File: config.mk
export PLATFORM = sky130hd
export DESIGN_NAME = priority_ack_controller
export DESIGN_NICKNAME = d
export VERILOG_FILES = /design/src/rtl/priority_ack_controller.sv
export SDC_FILE = /design/constraint.sdc
export NUM_CORES = 1
export LEC_CHECK = 0
export CAP_MARGIN = 20
export CORE_MARGIN = 2
export CORE_UTILIZATION = 55
export CTS_CLUSTER_DIAMETER = 150
export DETAILED_ROUTE_END_ITERATION = 8
export PLACE_DENSITY = 0.81
export SLEW_MARGIN = 20
export SYNTH_ARGS = -nofsm -noshare
export SYNTH_HDL_FRONTEND = slang
export SYNTH_SLANG_ARGS = --single-unit
File: constraint.sdc
create_clock -name clk -period 13.4 [get_ports clk]
set_input_delay 2.68 -clock clk [delete_from_list [all_inputs] [get_ports clk]]
set_output_delay 2.68 -clock clk [all_outputs]
set_load 0.05 [all_outputs]
File: src/rtl/priority_ack_controller.sv
// Priority interrupt controller with a two-strobe acknowledge handshake, nested in-service tracking and optional rotation.
// Latency: a request sets irr one edge after irq rises, int_out follows one edge later, and data_valid pulses one edge after the second inta.
// Backpressure: none. inta is ignored in VEC, and edge requests that arrive mid-sequence stay in irr until the FSM is back in IDLE.
// Ports: clk/reset (sync, active-high); irq, inta, eoi, eoi_specific, eoi_level, auto_eoi, rotate_mode, vector_base in;
//        int_out, data_out {vector_base,id}, data_valid, irr, isr out.
module priority_ack_controller #(
    parameter bit EDGE_TRIGGERED = 1'b1
) (
    input  logic       clk,
    input  logic       reset,
    input  logic [7:0] irq,
    input  logic       inta,
    input  logic       eoi,
    input  logic       eoi_specific,
    input  logic [2:0] eoi_level,
    input  logic       auto_eoi,
    input  logic       rotate_mode,
    input  logic [4:0] vector_base,
    output logic       int_out,
    output logic [7:0] data_out,
    output logic       data_valid,
    output logic [7:0] irr,
    output logic [7:0] isr
);

    typedef enum logic [1:0] {IDLE, ACK1, VEC} state_t;

    state_t     state_q, state_d;
    logic [7:0] irr_q, irr_d, isr_q, isr_d, irq_q;
    logic [2:0] lp_q, lp_d, id_q, id_d;
    logic       spur_q, spur_d;
    logic       int_out_q, int_out_d;
    logic       dv_q, dv_d;
    logic [7:0] dout_q, dout_d;
    logic [7:0] irr_clr;

    logic [2:0] lp_eff;
    logic       win_vld, top_vld, eoi_hit;
    logic [2:0] win_id, top_id, eoi_id;

    // Fixed mode behaves as if IR7 was the last one serviced, so IR0 ranks first.
    assign lp_eff = rotate_mode ? lp_q : 3'd7;

    // Walk the priority ring from lp+1. The first isr bit met blocks every lower
    // request (fully nested), and it is also the target of a non-specific EOI.
    always_comb begin
        logic [2:0] idx;
        logic       blocked;
        win_vld = 1'b0;
        win_id  = 3'd0;
        top_vld = 1'b0;
        top_id  = 3'd0;
        blocked = 1'b0;
        idx     = 3'd0;
        for (int k = 1; k <= 8; k++) begin
            idx = lp_eff + 3'(k);
            if (!blocked) begin
                if (isr_q[idx]) begin
                    blocked = 1'b1;
                end else if (irr_q[idx]) begin
                    win_vld = 1'b1;
                    win_id  = idx;
                    blocked = 1'b1;
                end
            end
            if (!top_vld && isr_q[idx]) begin
                top_vld = 1'b1;
                top_id  = idx;
            end
        end
    end

    // An EOI that targets an idle bit, or arrives with isr empty, does nothing.
    always_comb begin
        if (eoi_specific) begin
            eoi_id  = eoi_level;
            eoi_hit = eoi && isr_q[eoi_level];
        end else begin
            eoi_id  = top_id;
            eoi_hit = eoi && top_vld;
        end
    end

    always_comb begin
        state_d   = state_q;
        isr_d     = isr_q;
        lp_d      = lp_q;
        id_d      = id_q;
        spur_d    = spur_q;
        int_out_d = 1'b0;
        dv_d      = 1'b0;
        dout_d    = dout_q;
        irr_clr   = 8'h00;

        // The EOI is judged against the current isr. An acknowledge in the same
        // cycle only sets a bit above every in-service level, so the two updates never collide.
        if (eoi_hit) begin
            isr_d[eoi_id] = 1'b0;
            if (rotate_mode) lp_d = eoi_id;
        end

        case (state_q)
            IDLE: begin
                if (inta) begin
                    state_d = ACK1;
                    id_d    = win_vld ? win_id : 3'd7;
                    spur_d  = !win_vld;
                    if (win_vld) begin
                        isr_d[win_id]   = 1'b1;
                        irr_clr[win_id] = 1'b1;
                    end
                end else begin
                    int_out_d = win_vld;
                end
            end
            ACK1: begin
                if (inta) begin
                    state_d = VEC;
                    dv_d    = 1'b1;
                    dout_d  = {vector_base, id_q};
                    if (auto_eoi && !spur_q) begin
                        isr_d[id_q] = 1'b0;
                        if (rotate_mode) lp_d = id_q;
                    end
                end
            end
            VEC:     state_d = IDLE;
            default: state_d = IDLE;
        endcase

        if (EDGE_TRIGGERED) irr_d = (irr_q & ~irr_clr) | (irq & ~irq_q);
        else                irr_d = irq;
    end

    always_ff @(posedge clk) begin
        if (reset) begin
            state_q   <= IDLE;
            irr_q     <= 8'h00;
            isr_q     <= 8'h00;
            irq_q     <= 8'h00;
            lp_q      <= 3'd7;
            id_q      <= 3'd0;
            spur_q    <= 1'b0;
            int_out_q <= 1'b0;
            dv_q      <= 1'b0;
            dout_q    <= 8'h00;
        end else begin
            state_q   <= state_d;
            irr_q     <= irr_d;
            isr_q     <= isr_d;
            irq_q     <= irq;
            lp_q      <= lp_d;
            id_q      <= id_d;
            spur_q    <= spur_d;
            int_out_q <= int_out_d;
            dv_q      <= dv_d;
            dout_q    <= dout_d;
        end
    end

    assign int_out    = int_out_q;
    assign data_out   = dout_q;
    assign data_valid = dv_q;
    assign irr        = irr_q;
    assign isr        = isr_q;

endmodule

==> Yosys cells after proc, flatten, opt, wreduce, memory -nomap -nowiden <==
Cells that the tools add are included.
{ "totals": {"reg_bits": 43, "input_bits": 23, "word_cells": 219} }
{ "classes": {"addsub": 7, "order_cmp": 15, "eq_ne": 3, "muxes": 144, "n_bitwise": 12, "reduce_logical": 28} }
{ "op_table": {"columns": ["op", "count"], "rows": [
  ["$mux 3", 40],
  ["$mux 1", 72],
  ["$mux 8", 8],
  ["$bmux 1 s3", 17],
  ["$lt 3x4->1 const B", 12],
  ["$and 8x8->8", 4],
  ["$not 8->8", 4],
  ["$or 8x8->8", 2],
  ["$pmux 8 s2", 1],
  ["$logic_and 1x1->1", 13],
  ["$add 3x3->3 const B", 4],
  ["$demux 1 s3", 3],
  ["$ge 3x1->1 const B", 3],
  ["$logic_not 1->1", 9],
  ["$add 3x2->3 const B", 2],
  ["$reduce_and 2->1", 3],
  ["$mux 2", 2],
  ["$ne 2x2->1 const B", 2],
  ["$pmux 2 s2", 1],
  ["$add 3x1->3 const B", 1],
  ["$reduce_or 3->1", 1],
  ["$eq 2x1->1 const B", 1],
  ["$logic_not 2->1", 1],
  ["$not 1->1", 2],
  ["$reduce_or 2->1", 1]
]} }

==> Longest topological paths before layout <==
{ "depth": {"word_depth": 38, "mapped_depth": 17} }

==> Worst setup path after synthesis <==
No wires, ideal clock.
{ "synth_path": {"path_kind": "in2reg", "startpoint": "in rotate_mode", "endpoint": "reg isr_q[7], in the netlist isr[7]", "setup_time_ps": 86, "arrival_ps": 6331, "required_ps": 13314, "slack_ps": 6982, "path_stages": 14, "n_path_buf": 3, "path_cell_list": "nand2b_1 -> buf_2 -> inv_1 -> clkbuf_1 -> clkbuf_1 -> ha_1 -> xnor2_2 -> mux2_2 -> a21o_1 -> or4_1 -> o22ai_1 -> a21oi_2 -> or4b_1 -> a221oi_2"} }
{ "synth_between": {"elab_chain_len": 38, "elab_cells_between_ends": 158, "classes_between": "7 x add/sub; 4 x order compare; 126 x mux; 4 x bitwise; 17 x reduce/logical"} }
{ "synth_rtl": {"columns": ["element", "line", "source"], "rows": [
  ["start: declaration", "17", "input logic rotate_mode,"],
  ["$mux 3 (*)", "42", "assign lp_eff = rotate_mode ? lp_q : 3'd7;"],
  ["parallel branches: the longest is 36 deep, another holds $add 3x1->3", null, null],
  ["$pmux 8 s2 (*)", "102", "case (state_q)"],
  ["end signal: assignment", "150", "isr_q <= isr_d;"],
  ["end: declaration", "29", "logic [7:0] irr_q, irr_d, isr_q, isr_d, irq_q;"]
]} }
Every way passes the cells marked *. The select of a mux whose other input is x is not followed.
A chain may end at the register's enable or synchronous reset.

==> Final worst setup path <==
{ "layout_path": {"startpoint": "in rotate_mode", "endpoint": "reg isr_q[6], in the netlist isr[6]"} }
Same word-level chain as after synthesis.

==> results.md <==
* Tot GR Track Use at 29.82%
* Fraction of the yosys area taken by sequential cells at 22.87%
* Cells after Synth at 436
* Ys Warns at 0
* Initial antenna violation count at 0
* Family with the most delay on the worst path: compound AO/OA/AOI/OAI gates
* Crit path time final at 7.974 ns
* DRC at 0
* PortBufs at 48
* Logic pwr share at 53.8%
* Tot Pwr at 0.5213 mW
* Cts hold-fix bufs at 0
* Crit path cell chain: clkdlybuf4s50_1 > nand2b_1 > inv_1 > ha_1 > xnor2_2 > mux2_2 > a221oi_1 > and4bb_1 > and3_1 > o2bb2ai_1 > nand4b_1 > a221oi_1 > o21a_1
* Pint at 0.2841 mW
* Vias per cell at 6.829
* Clock Root Buffer: clkbuf_8
* Die Wd at 86.72 µm
* FILL cells at 583
* Area post-placement at 0.004240 mm²
* Worst Setup Path Type: in -> reg
* CTS tree: built
* EDFF count, synth at 0
* CTS resizes at 0
* Synthesized Nets at 461
* CTS Sinks at 43
* Final Cell Area at 0.004324 mm²
* Top FF cell, synth: dfxtp_1
* Busiest grt layer: met2
* Area growth from synthesis to layout at 14.89%
* Clock power frac at 15.3%
* Met1 Usage GRT at 39.59%
* Die Ht at 86.72 µm
* H-tree depth at 2
* Lkg Pwr at 1.656 nW
* Largest fanout on the critical path at 21
* IO Pins at 49
* Unrepaired setup endpoints after global routing: false
* Slowest cell on crit path: clkdlybuf4s50_1
* First-pass GRT wire length at 18,000 µm
* Mapped cell area at 0.003764 mm²
* Antenna cells at 0
* WP buf/inv at 2
* Clock Latency Late Sink at 0.30 ns
* Synthesis-stage register bit count at 43
* Synth top area cells: dfxtp_1 23%, mux2i_1 10%, mux4_2 7.8%
* Power per cell area at 120.6 mW/mm²
* Final period util at 59.51%
* Max-Slew Margin vs Limit at 28.68%
* Via count at 3,763
* Largest area contributor in the netlist: dfxtp_1
* Crit path required time at 13.64 ns
* Grt ovf at 0
* Sequential Power Share at 30.9%
* First DRT Iteration DRCs at 424
* Critical Path Start Type: input pin
* Status: completed
* Worst vdd ir at 0.0001027 V
* Largest net degree at the start of global routing at 38
* Pins Over Slew Limit at 0
* Peak Freq at 125.4 MHz
* FP Rows at 30
* Avg WL per Cell at 19.80 µm
* Share of cells above drive strength 1 at 12.53%
* Routed Antenna Nets at 0
* Final #Nets at 495
* CP arrival at 8.21 ns
* DRT Wirelength at 10,910 µm
* Final Worst Setup Slack at 5.426 ns
* Final core occ at 64.36%
* Die area at 0.007520 mm²
* Vias in the first global route at 3,622
* Clock Path Buffers at 2
* CP endpoint kind: flip-flop
* Post-synth cell types at 77
* Async SR Flop Fraction at 0%
* Met3 GRT Util at 6.095%
* Drt pass-1 iters at 6
* Max Cap Viol at 0
* Post-CTS setup buffer count at 0
* Worst Tran Pin Value at 1.065 ns
* Switch share at 45.51%
* Psw at 0.2372 mW
* Dpl hpwl at 8210 µm
* Avg Synthesized Cell Area at 8.632 µm²
* Setup tns final at 0 ns
* Num CTS Buffers at 5
* Place WS at 5.291 ns
* Met2 usage at 47.83%
* Final Hold Vio Count at 0
* CTS clock-pin slew for the worst setup and hold paths at 0.07 ns
* Final GP Congestion at 0.9881
* Final clock skew at 0.009976 ns
* Initial Utilization at 56.01%
* CP most frequent cell: a221oi_1
* Final setup viols at 0
* Crit-path max cell delay at 0.69 ns
* Area of the core at 0.006719 mm²
* Yosys top cell area share at 22.87%
* Worst Hold Class: reg -> reg
-- registers in the layout, indices dropped and copies added, names as in the netlist --
name / count
data_out: 8
data_valid: 1
id_q: 3
int_out: 1
irq_q: 8
irr: 8
isr: 8
lp_q: 3
spur_q: 1
state_q: 2
-- final timing paths --
| check | start | to | slack (ns) | cells past startpoint |
|---|---|---|---|---|
| max | rotate_mode | isr[6] | 5.43 | 13 |
| min | state_q[1] | state_q[0] | 0.49 | 1 |
| max reg2reg | lp_q[1] | isr[6] | 7.87 | 12 |
| min reg2reg | state_q[1] | state_q[0] | 0.49 | 1 |
-- area by class of cell --
| type | count | area (µm²) | share of cell area (%) |
|---|---|---|---|
| clock inverter | 3 | 15.01 | 0.3472 |
| inverter | 13 | 53.80 | 1.244 |
| clock buffer | 5 | 68.82 | 1.591 |
| timing repair buffer | 49 | 488.0 | 11.28 |
| multi-input combinational | 358 | 2738 | 63.31 |
| tap | 80 | 100.1 | 2.315 |
| sequential | 43 | 860.8 | 19.91 |
-- stage by stage --
stage,hold WS (ns),cells
3_3_place_gp,0.4685,543
6_report,0.4925,551
5_1_grt,0.5130,551
3_5_place_dp,0.4818,543
4_1_cts,0.4951,551
2_1_floorplan,0.4499,436
-- cell usage after synthesis, types with 4 or more instances --
cell type  number
a211oi_1       10
a21oi_1        25
a221oi_1        5
and2_1          5
and3_1          4
buf_2           5
clkbuf_1       11
dfxtp_1        43
inv_1          12
mux2_2          9
mux2i_1        39
mux4_2         13
nand2_1        36
nand2b_1       13
nand3_1        10
nor2_1         35
nor2b_1        22
nor3_1          6
nor3b_1         6
nor4_1          4
o21a_1          5
o21ai_0        23
o221a_2         5
o31ai_1         4
or3b_2          5
-- layout by cell type (no fill, tap or decap), drive strengths merged, types with 7 or more instances in the layout --
| cell type | count |
|---|---|
| mux2i | 43 |
| clkdlybuf4s50 | 48 |
| a211oi | 10 |
| a221oi | 7 |
| a21oi | 26 |
| mux2 | 9 |
| inv | 13 |
| o21ai | 23 |
| nor2b | 23 |
| nor2 | 35 |
| nand2b | 13 |
| nand3 | 10 |
| nand2 | 36 |
| mux4 | 13 |
| dfxtp | 43 |
-- logic make-up (layout without fill, tap and decap cells) --
kind of cell,Yosys count,in the layout,synth area share [%]
and+or+nand+nor,166,166,24.14
AOI/OAI and AO/OA,118,118,22.44
muxes,65,65,22.77
DFF,43,43,22.87
buffers and inverters,35,70,4.388
xor gates and xnor gates,7,7,2.726
adders and majority gates,2,2,0.6648
-- routing by layer --
| metal | wire (µm) | share of wire, % |
|---|---|---|
| met5 | 0 | 0 |
| met1 | 4376 | 40 |
| met2 | 5140 | 47 |
| met3 | 1014 | 9.3 |
| met4 | 381 | 3.5 |
-- power groups by stage --
| stage | Clock, mW | Combinational [mW] | Sequential (mW) |
|---|---|---|---|
| floorplan | 0 | 0.181 | 0.179 |
| global placement | 0 | 0.266 | 0.163 |
| detailed placement | 0 | 0.269 | 0.164 |
| CTS | 0.0806 | 0.271 | 0.161 |
| global route | 0.0855 | 0.299 | 0.163 |
| finish | 0.0797 | 0.280 | 0.161 |
No activity file was read; power rests on OpenSTA's default activity.
